==> src/rtl/apb_pkg.sv <==
`default_nettype none
// ============================================================================
//  Module      : apb_pkg
//  Description : Shared definitions for the APB register slave: the transfer
//                FSM state encoding, the upper bound on inserted wait states
//                and the width of the wait-state counter that follows from it.
//  Contents    : apb_state_e      - IDLE / SETUP / ACCESS
//                MAX_WAIT_STATES  - largest legal WAIT_STATES value
//                WAIT_CNT_W       - bits needed to hold 0..MAX_WAIT_STATES
//  Revision    : 1.0 - initial release
// ============================================================================
package apb_pkg;

   localparam int MAX_WAIT_STATES = 15;
   localparam int WAIT_CNT_W      = $clog2(MAX_WAIT_STATES + 1);

   typedef enum logic [1:0] {
      IDLE   = 2'd0,
      SETUP  = 2'd1,
      ACCESS = 2'd2
   } apb_state_e;

endpackage : apb_pkg
`default_nettype wire

==> src/rtl/apb_reg_bank.sv <==
`default_nettype none
// ============================================================================
//  Module      : apb_reg_bank
//  Description : Register storage behind the APB slave. Holds NUM_REGS
//                registers of DATA_W bits, decodes the committed write,
//                raises a one-cycle strobe for the written register and
//                provides the read mux for the read-data cycle.
//  Ports       : clk_i      - clock, rising edge
//                reset_n    - asynchronous active-low reset
//                commit     - write commit pulse (pready cycle of a write)
//                rd_en      - read data enable (pready cycle of a read)
//                addr       - latched register index
//                wdata      - latched write data
//                prdata     - read data, zero unless rd_en and addr in range
//                reg_q_o    - all registers, reg i at [i*DATA_W +: DATA_W]
//                wr_strb_o  - one-cycle pulse per register written
//  Revision    : 1.0 - initial release
// ============================================================================
module apb_reg_bank #(
   parameter int                ADDR_W   = 3,
   parameter int                DATA_W   = 8,
   parameter int                NUM_REGS = 8,
   parameter logic [DATA_W-1:0] RST_VAL  = '0
) (
   input  logic                       clk_i,
   input  logic                       reset_n,
   input  logic                       commit,
   input  logic                       rd_en,
   input  logic [ADDR_W-1:0]          addr,
   input  logic [DATA_W-1:0]          wdata,
   output logic [DATA_W-1:0]          prdata,
   output logic [NUM_REGS*DATA_W-1:0] reg_q_o,
   output logic [NUM_REGS-1:0]        wr_strb_o
);

   // One-hot register select; all zero when the index is outside the bank,
   // which discards out-of-range writes and zeroes out-of-range reads.
   logic [NUM_REGS-1:0] sel;
   logic [DATA_W-1:0]   rd_mux;

   for (genvar i = 0; i < NUM_REGS; i++) begin : g_reg
      logic [DATA_W-1:0] q;

      assign sel[i] = (addr == ADDR_W'(i));

      always_ff @(posedge clk_i or negedge reset_n) begin
         if (!reset_n) begin
            q <= RST_VAL;
         end else if (commit && sel[i]) begin
            q <= wdata;
         end
      end

      assign reg_q_o[i*DATA_W +: DATA_W] = q;
   end

   always_ff @(posedge clk_i or negedge reset_n) begin
      if (!reset_n) begin
         wr_strb_o <= '0;
      end else begin
         wr_strb_o <= commit ? sel : '0;
      end
   end

   always_comb begin
      rd_mux = '0;
      for (int i = 0; i < NUM_REGS; i++) begin
         if (sel[i]) begin
            rd_mux = reg_q_o[i*DATA_W +: DATA_W];
         end
      end
   end

   assign prdata = rd_en ? rd_mux : '0;

endmodule : apb_reg_bank
`default_nettype wire

==> src/rtl/apb_reg_slave.sv <==
`default_nettype none
// ============================================================================
//  Module      : apb_reg_slave
//  Description : APB slave fronting a bank of NUM_REGS registers. A three-state
//                FSM (IDLE/SETUP/ACCESS) follows the bus one cycle behind:
//                the setup phase is latched while in IDLE, SETUP waits for
//                penable, and ACCESS runs a wait counter loaded with
//                WAIT_STATES; pready is registered and high only in the ACCESS
//                cycle whose counter is zero. Writes commit on the edge that
//                ends the pready cycle.
//  Config      : APB_REG_SLAVE_PSLVERR_EN - when defined, pslverr is raised
//                together with pready for an out-of-range index; otherwise
//                pslverr is tied low.
//  Ports       : clk_i     - clock, rising edge
//                reset_n   - asynchronous active-low reset
//                psel, penable, pwrite, paddr, pwdata - APB requester side
//                prdata, pready, pslverr               - APB completer side
//                reg_q_o   - all register contents
//                wr_strb_o - one-cycle pulse per register written
//  Revision    : 1.0 - initial release
// ============================================================================
module apb_reg_slave
   import apb_pkg::*;
#(
   parameter int                ADDR_W      = 3,
   parameter int                DATA_W      = 8,
   parameter int                NUM_REGS    = 8,
   parameter int                WAIT_STATES = 0,
   parameter logic [DATA_W-1:0] RST_VAL     = '0
) (
   input  logic                       clk_i,
   input  logic                       reset_n,
   input  logic                       psel,
   input  logic                       penable,
   input  logic                       pwrite,
   input  logic [ADDR_W-1:0]          paddr,
   input  logic [DATA_W-1:0]          pwdata,
   output logic [DATA_W-1:0]          prdata,
   output logic                       pready,
   output logic                       pslverr,
   output logic [NUM_REGS*DATA_W-1:0] reg_q_o,
   output logic [NUM_REGS-1:0]        wr_strb_o
);

   localparam logic [WAIT_CNT_W-1:0] WAIT_LD = WAIT_CNT_W'(WAIT_STATES);

   apb_state_e            state, state_nxt;
   logic [WAIT_CNT_W-1:0] cnt, cnt_nxt;
   logic                  pready_nxt;
   logic                  latch;

   // Transfer attributes captured in the setup phase; later bus changes are
   // ignored until the next setup phase.
   logic [ADDR_W-1:0]     addr_q;
   logic [DATA_W-1:0]     wdata_q;
   logic                  write_q;

   logic                  commit;
   logic                  rd_en;

   always_ff @(posedge clk_i or negedge reset_n) begin
      if (!reset_n) begin
         state   <= IDLE;
         cnt     <= '0;
         pready  <= 1'b0;
         addr_q  <= '0;
         wdata_q <= '0;
         write_q <= 1'b0;
      end else begin
         state  <= state_nxt;
         cnt    <= cnt_nxt;
         pready <= pready_nxt;
         if (latch) begin
            addr_q  <= paddr;
            wdata_q <= pwdata;
            write_q <= pwrite;
         end
      end
   end

   always_comb begin
      state_nxt  = state;
      cnt_nxt    = cnt;
      pready_nxt = 1'b0;
      latch      = 1'b0;
      unique case (state)
         IDLE: begin
            // penable without a preceding setup phase is ignored here.
            if (psel && !penable) begin
               state_nxt = SETUP;
               latch     = 1'b1;
            end
         end
         SETUP: begin
            if (!psel) begin
               state_nxt = IDLE;
            end else if (penable) begin
               state_nxt  = ACCESS;
               cnt_nxt    = WAIT_LD;
               pready_nxt = (WAIT_LD == '0);
            end
         end
         ACCESS: begin
            if (pready) begin
               // Completion cycle: a new setup phase already on the bus
               // chains straight into SETUP without passing through IDLE.
               cnt_nxt = '0;
               if (psel && !penable) begin
                  state_nxt = SETUP;
                  latch     = 1'b1;
               end else begin
                  state_nxt = IDLE;
               end
            end else if (!psel) begin
               state_nxt = IDLE;
               cnt_nxt   = '0;
            end else begin
               // pready is registered, so it is requested one cycle ahead,
               // when the counter is about to reach zero.
               cnt_nxt    = cnt - 1'b1;
               pready_nxt = (cnt == WAIT_CNT_W'(1));
            end
         end
         default: begin
            state_nxt = IDLE;
            cnt_nxt   = '0;
         end
      endcase
   end

   assign commit = pready &  write_q;
   assign rd_en  = pready & ~write_q;

`ifdef APB_REG_SLAVE_PSLVERR_EN
   localparam logic [ADDR_W:0] NUM_REGS_C = (ADDR_W+1)'(NUM_REGS);
   logic addr_ok;
   assign addr_ok = ({1'b0, addr_q} < NUM_REGS_C);
   assign pslverr = pready & ~addr_ok;
`else
   assign pslverr = 1'b0;
`endif

   apb_reg_bank #(
      .ADDR_W   (ADDR_W),
      .DATA_W   (DATA_W),
      .NUM_REGS (NUM_REGS),
      .RST_VAL  (RST_VAL)
   ) u_bank (
      .clk_i     (clk_i),
      .reset_n   (reset_n),
      .commit    (commit),
      .rd_en     (rd_en),
      .addr      (addr_q),
      .wdata     (wdata_q),
      .prdata    (prdata),
      .reg_q_o   (reg_q_o),
      .wr_strb_o (wr_strb_o)
   );

endmodule : apb_reg_slave
`default_nettype wire

==> config.mk <==
export PLATFORM = sky130hd
export DESIGN_NAME = apb_reg_slave
export DESIGN_NICKNAME = d
export VERILOG_FILES = /design/src/rtl/apb_pkg.sv /design/src/rtl/apb_reg_bank.sv /design/src/rtl/apb_reg_slave.sv
export SDC_FILE = /design/constraint.sdc
export NUM_CORES = 1
export LEC_CHECK = 0
export ABC_AREA = 1
export CAP_MARGIN = 20
export CORE_AREA = 3 3 90 135
export CTS_CLUSTER_SIZE = 14
export DETAILED_ROUTE_END_ITERATION = 12
export DIE_AREA = 0 0 93 138
export GPL_ROUTABILITY_DRIVEN = 1
export HOLD_SLACK_MARGIN = 0.12
export PLACE_DENSITY = 0.61
export SLEW_MARGIN = 20
export SYNTH_ARGS = -nofsm -noshare
export SYNTH_HDL_FRONTEND = slang
export SYNTH_HIERARCHICAL = 1
export SYNTH_SLANG_ARGS = --single-unit
export TNS_END_PERCENT = 20
==> constraint.sdc <==
create_clock -name clk_i -period 2.5 [get_ports clk_i]
set_input_delay 0.625 -clock clk_i [delete_from_list [all_inputs] [get_ports clk_i]]
set_output_delay 0.625 -clock clk_i [all_outputs]
set_load 0.1 [all_outputs]
==> results.md, run 1 <==
* R2R Setup Slk at about 0.48 ns
* HPWL after detailed placement at about 8400 um
* Input/output buffers at 96
* Vias per inst at around 4.8
* Crit path time final at about 2.6 ns
* Row cnt at between 40 and 50
* Final period utilization at 103%
* Vias at 3635
* Die Area at approximately 0.013 mm2
* Register share of total power at a little under a third
* DP Area at 0.00529 mm2
* Peak Freq at around 390 MHz
* Cell Pwr Density at 1260 mW/mm2
* DRC Markers at 0
* Die H at ~140 um
* Largest net degree at the start of global routing at 74
* Crit path buf inv count at 4
* H-tree levels at 3
* Worst R2R End: u_bank/g_reg[3].q[1]
* Ant diodes at 0
* Post-route ant nets at 0
* Max_cap viols at 0
* Total CTS buffers at 9
* Critical Path Fanout Max at 4
* Cell-internal power at 3610 uW
* Hold Vio Cnt, Final at 0
* Netlist cell types at 28
* Worst setup EP type: primary output
* Core area at around 0.011 mm2
* GPL Wtd Cong at 0.896
* Sw Ratio at between 50% and 60%
* Pre-CTS setup slack at ~0.16 ns
* CP delay by family, top: buffers and inverters
* NetSw at about 3600 uW
* Critical Path Max Stage Delay at around 0.40 ns
* DR WL/cell at 14.6 um
* Slew Viols, Final at 0
* Outcome: complete, but fails checks
* Sequential area share after synthesis at a little over half
* Top cells by count, synth: 156 x nand2_1, 91 x dfrtp_1, 62 x o21ai_0
* Seq. cell area at 0.00229 mm2
* Post-Syn Instances at 496
* Post-Route Skew at 0.00667 ns
* Top-count cell post-synth: nand2_1
* Leak Pwr at roughly 0.0028 uW
* Multi-input logic area at 0.00169 mm2
* Congestion Overflow GR at 0
* Worst Path Class, Setup: flip-flop to primary output
* Critical-path cell list: clkinvlp_4 -> buf_4 -> nor3_4 -> buf_6 -> nand2_1 -> nand4_1 -> nand2_2 -> a21oi_4 -> buf_12
* Initial Utilization at 37.9%
* Avg Cell Area, Syn at roughly 8.4 um2
* VDD IR-drop max at around 0.65 mV
* Warnings, synthesis at 6
* Post-layout net count at 628
* Fillers at approximately 1100
* Die Span X at roughly 93 um
* Logic gate share of total power at between 40 and 50%
* Area growth from synthesis to layout at 36.9%
* Global-route wire length before repair at ~18000 um
* Root Driver: clkbuf_16
* Post-CTS Hold Buffers at 0
* Unrepaired setup endpoints after global routing: true
* Endpoints failing setup at 8
* CTS tree: done
* Worst Path Required at ~1.9 ns
* Clock power share at 20.2%
* Fin worst setup slack at -0.0706 ns
* Synth Register Bits at between 90 and 100
* Ys flop type: dfrtp_1
* Clk Latency, worst-skew pair at 0.33 ns
* Worst reg2reg path depth at 9
* TritonCTS Sinks at slightly above 90
* Failing checks: negative setup slack
* CP startpoint kind: flip-flop
* Clock-pin slew on the worst setup and hold paths at 0.06 ns
* Vias in the first global route at roughly 3500
* Critical Path AT at ~2.0 ns
* Ports at 98
* EDFF count, synth at 0
* R2r startpoint: addr_q[0]
* Asr flop ratio synth at 100%
* DRT iter0 DRCs at around 170
* Mapped cell area at 0.00419 mm2
* Synthesized net count at 518
* Post-synth top area cell: dfrtp_1
* Max clock buf depth at 2
* Overall global routing resource usage at about 18%
* Share of the synthesized area in the top cell type at ~54%
* Layout cell share with drive strength beyond 1 at 29.3%
* Design area at 0.00574 mm2
* Crit-path slowest cell: dfrtp_1
* Hold Path Class: primary input to async pin
* Final WL at 11100 um
* DR pass1 iterations at 4
* Initial antenna violation count at 0
* Top post-synthesis cells by area: dfrtp_1 54%, nand2_1 14%, o21ai_0 7.4%, inv_1 4.0%, nand3_1 3.1%
==> cell usage in the layout, fill, tap and decap left out, types with 4 or more instances in the layout <==
| cell | count |
|---|---|
| dfrtp_2 | 12 |
| nor2_1 | 34 |
| clkbuf_16 | 9 |
| nand3_1 | 25 |
| buf_4 | 86 |
| nor3_4 | 4 |
| clkdlybuf4s50_1 | 14 |
| o21ai_2 | 7 |
| nand4_1 | 11 |
| inv_1 | 38 |
| inv_2 | 6 |
| buf_6 | 4 |
| nor2_2 | 4 |
| buf_12 | 9 |
| clkinvlp_4 | 7 |
| nand2_2 | 11 |
| a21oi_4 | 4 |
| o21ai_0 | 62 |
| nand2_1 | 148 |
| a21oi_1 | 8 |
| dfrtp_1 | 79 |
| ha_1 | 6 |
==> logic make-up (layout without fill, tap and decap cells) <==
group | count (synthesis) | after routing | share of synthesized area, %
AOI/OAI and AO/OA | 85 | 85 | 11.1
adders and majority gates | 6 | 6 | 1.79
buffers and inverters | 67 | 182 | 6.99
DFF | 91 | 91 | 54.3
other | 1 | 1 | 0.0895
and+or+nand+nor | 246 | 246 | 25.6
==> sequential cells by signal, indices dropped and copies added, names as in the netlist <==
signal and count:
addr_q 3, cnt 4, pready 1, state 2, u_bank/g.q 64, u_bank/wr_strb_o 8, wdata_q 8, write_q 1
==> area by class of cell <==
| cell class | instances | area share [%] |
|---|---|---|
| inverter | 53 | 3.99 |
| clock inverter | 4 | 1.27 |
| multi-input combinational | 338 | 29.5 |
| timing repair buffer | 113 | 17.6 |
| tap | 147 | 3.21 |
| clock buffer | 12 | 4.47 |
| sequential | 91 | 40.0 |
==> how the worst max path moves through the flow <==
stage	startpoint	endpoint	slack, ns	cells past startpoint
finish	addr_q[0]	prdata[4]	-0.07	9
global route	addr_q[0]	prdata[6]	-0.20	11
CTS	addr_q[1]	prdata[4]	-0.05	7
detailed placement	addr_q[2]	prdata[0]	0.16	6
global placement	addr_q[1]	prdata[1]	0.20	9
floorplan	addr_q[0]	prdata[2]	-0.002	9
==> per-stage QoR <==
step	utilization, %	hold WS [ns]	TNS (ns)	power [uW]	cells
detailed placement	47.8	0.502	0	5670	734
floorplan	-	0.329	-0.0107	4770	496
finish	51.9	0.166	-0.428	7250	758
CTS	51.3	0.168	-0.376	7220	753
global placement	47.8	0.493	0	5620	734
global route	51.9	0.173	-1.51	7610	758
==> repair_timing <==
action                     in CTS  in global routing
setup endpoints to repair       8                  8
pin swaps                       2                  5
resized for setup              10                 10
buffers inserted                3                  5
==> routing by layer <==
metal / global-route usage, % / share of wire [%] / vias to the layer above
met5: 0 / 0 / -
met4: 4.94 / 1.3 / 0
met3: 3.75 / 4.7 / 7
met2: 31.4 / 53 / 97
met1: 21.0 / 41 / 1736
li1: - / - / 1795
==> power groups by stage <==
stage	clock network [uW]	logic [uW]	registers (uW)
after floorplan	0	1040	3730
after global placement	0	3420	2200
after detailed placement	0	3460	2210
after CTS	1490	3530	2200
after global routing	1550	3810	2250
final	1460	3590	2190
==> worst reg2reg max path: stages (launching register included) <==
cell and delay, ns:
dfrtp_1 0.40, clkinvlp_4 0.16, buf_4 0.17, nor3_4 0.19, inv_2 0.10, buf_4 0.14
nor2_2 0.38, inv_1 0.19, nand2_1 0.09, o21ai_0 0.08
No activity file was read; power rests on OpenSTA's default activity.
==> run 2: changes to the inputs <==
--- a/config.mk
+++ b/config.mk
@@ -5,15 +5,15 @@
 export SDC_FILE = /design/constraint.sdc
 export NUM_CORES = 1
 export LEC_CHECK = 0
-export ABC_AREA = 1
+export ABC_AREA = 0
 export CAP_MARGIN = 20
-export CORE_AREA = 3 3 90 135
+export CORE_AREA = 3 3 92 137
 export CTS_CLUSTER_SIZE = 14
 export DETAILED_ROUTE_END_ITERATION = 12
-export DIE_AREA = 0 0 93 138
+export DIE_AREA = 0 0 95 140
 export GPL_ROUTABILITY_DRIVEN = 1
 export HOLD_SLACK_MARGIN = 0.12
-export PLACE_DENSITY = 0.61
+export PLACE_DENSITY = 0.6
 export SLEW_MARGIN = 20
 export SYNTH_ARGS = -nofsm -noshare
 export SYNTH_HDL_FRONTEND = slang
==> results.md, run 2 <==
* Outcome: complete, but fails checks
* Failing checks: negative setup slack
* Worst setup EP type: primary output
* DR WL/cell at 17.7 um
* Share of the synthesized area in the top cell type at between 50% and 60%
* Layout cell share with drive strength beyond 1 at 38.8%
* Hold Path Class: primary input to async pin
* Seq. cell area at between 0.002 and 0.0025 mm2
* Clock-pin slew on the worst setup and hold paths at 0.07 ns
* GPL Wtd Cong at 0.839
* Final period utilization at 102%
* Warnings, synthesis at 6
* Mapped cell area at approximately 0.0043 mm2
* Headroom to the max-slew limit at between 60% and 70%
* Total CTS buffers at 9
* Clk Latency, worst-skew pair at roughly 0.34 ns
* Post-Route Skew at 0.00774 ns
* Top post-synthesis cells by area: dfrtp_1 53%, mux2_1 13%, mux2i_1 5.3%, nand2_1 4.7%, mux2_2 3.4%
* Die Span X at 95 um
* HPWL after detailed placement at a little over 8000 um
* Multi-input logic area at slightly below 0.002 mm2
* Top-count cell post-synth: dfrtp_1
* Ys flop type: dfrtp_1
* EDFF count, synth at 0
* Fin worst setup slack at -0.0458 ns
* Vias per inst at between 5 and 6
* Biggest regs: u_bank/g.q (64), u_bank/wr_strb_o (8), wdata_q (8)
* Max_cap viols at 0
* Synth Register Bits at between 90 and 100
* Netlist cell types at between 40 and 50
* Area growth from synthesis to layout at 36.3%
* Congestion Overflow GR at 0
* Synthesized net count at roughly 380
* DRC Markers at 0
* Vias at ~3200
* Sequential area share after synthesis at roughly 53%
* Hold Vio Cnt, Final at 0
* Unrepaired setup endpoints after global routing: true
* Initial Utilization at roughly 37%
* Post-Syn Instances at 360
* Endpoints failing setup at 4
* Most flops, register: u_bank/g.q
* DRT iter0 DRCs at 167
* Max reg flops at 64
* Fillers at around 1100
* Largest net degree at the start of global routing at between 50 and 60
* Input/output buffers at between 90 and 100
* Worst Path Required at 1.88 ns
* Worst Path Class, Setup: flip-flop to primary output
* Post-route ant nets at 0
* Post-synth top area cell: dfrtp_1
* Worst slew pin tran at between 0.5 and 0.6 ns
* Peak Freq at around 390 MHz
* CP startpoint kind: flip-flop
* Initial antenna violation count at 0
* Setup TNS at -0.0887 ns
* Post-layout net count at slightly below 500
* Slew Viols, Final at 0
* TritonCTS Sinks at slightly above 90
* H-tree levels at 3
* Top cells by count, synth: 91 x dfrtp_1, 54 x nand2_1, 48 x mux2_1
* Vias in the first global route at around 3300
* Ant diodes at 0
* Final WL at 11100 um
* DR pass1 iterations at 5
* Max clock buf depth at 2
* Commonest cells after routing, fill and taps aside: 90 x buf_4, 70 x dfrtp_1, 53 x nand2_1
* Ports at a little under 100
* Core area at 0.0116 mm2
* Die H at about 140 um
* Root Driver: clkbuf_16
* Asr flop ratio synth at 100%
* Die Area at ~0.013 mm2
* CTS tree: done
* Most common cell after layout, fill and taps aside: buf_4
* Critical Path AT at between 1.5 and 2 ns
* Crit path time final at ~2.5 ns
* Overall global routing resource usage at between 10% and 20%
* Global-route wire length before repair at about 18000 um
* Row cnt at between 40 and 50
* Avg Cell Area, Syn at 12.0 um2
* Critical Path Fanout Max at 13
==> run 2: changes by cell type in the layout (fill, tap and decap cells not counted), sizes merged, moves of 9 or more <==
cell    change
nand2     -104
mux2       +61
o21ai      -56
inv        -37
nor2       -29
mux2i      +23
nand3      -22
nand2b      +9
nand4       -9
==> run 2: cell type report <==
type / count / share of cell area, %
well taps: 150 / 3.19
inverters: 10 / 0.681
clock inverters: 4 / 0.851
clock buffers: 12 / 4.36
flip-flops and latches: 91 / 39.3
repair buffers: 116 / 18.0
multi-input cells: 244 / 33.7
==> run 2: final timing paths <==
check | startpoint | end | slack [ns] | cells after the start
max | addr_q[1] | prdata[2] | -0.05 | 6
min in group clk_i | u_bank/g_reg[6].q[7] | u_bank/g_reg[6].q[7] | 0.51 | 2
min reg2reg | u_bank/g_reg[6].q[7] | u_bank/g_reg[6].q[7] | 0.51 | 2
max reg2reg | addr_q[1] | u_bank/g_reg[4].q[4] | 0.66 | 7
max in group asynchronous | reset_n | u_bank/g_reg[6].q[6] | 1.57 | 2
min | reset_n | u_bank/g_reg[6].q[7] | 0.26 | 1
==> run 2: worst max-delay path: stages, from the launching register on <==
cell,delay (ns)
dfrtp_2,0.44
buf_12,0.16
nand2b_1,0.07
a21oi_1,0.06
o32a_1,0.40
a211oi_4,0.23
buf_12,0.21
==> run 2: timing repair <==
action / 4_1_cts / 5_1_grt
hold buffers: 0 / 0
buffers inserted: 4 / 0
pin swaps: 5 / 2
setup endpoints to repair: 8 / 8
resized for setup: 3 / 9
==> run 2: per-stage QoR <==
step / utilization, % / instance area, um2 / hold slack (ns) / setup WS [ns] / std cells
3_3_place_gp: 47.4 / 5490 / 0.494 / 0.178 / 607
4_1_cts: 50.5 / 5850 / 0.276 / -0.0467 / 627
3_5_place_dp: 47.4 / 5490 / 0.499 / 0.150 / 607
2_1_floorplan: - / 4400 / 0.329 / -0.256 / 360
6_report: 50.7 / 5880 / 0.259 / -0.0458 / 627
5_1_grt: 50.7 / 5880 / 0.299 / -0.0983 / 627
==> run 2: cells by family after synthesis <==
group | Yosys count | synth area share [%]
AND/OR/NAND/NOR | 101 | 13.1
flip-flops | 91 | 52.8
multiplexers | 84 | 21.3
AO/OA/AOI/OAI | 52 | 7.65
buffers and inverters | 25 | 3.42
adder cells (fa/ha/maj) | 6 | 1.74
other | 1 | 0.0869
==> run 2: layer usage <==
layer | GRT usage, % | vias up | part of all wire, %
li1 | - | 1487 | -
met1 | 21.5 | 1589 | 40
met4 | 8.21 | 0 | 3.1
met3 | 3.92 | 24 | 5.4
met2 | 28.7 | 88 | 51
met5 | 0 | - | 0
Power of run 2 is not shown: default switching activity piles up to over one toggle a cycle in this logic, so the estimate is an artifact.
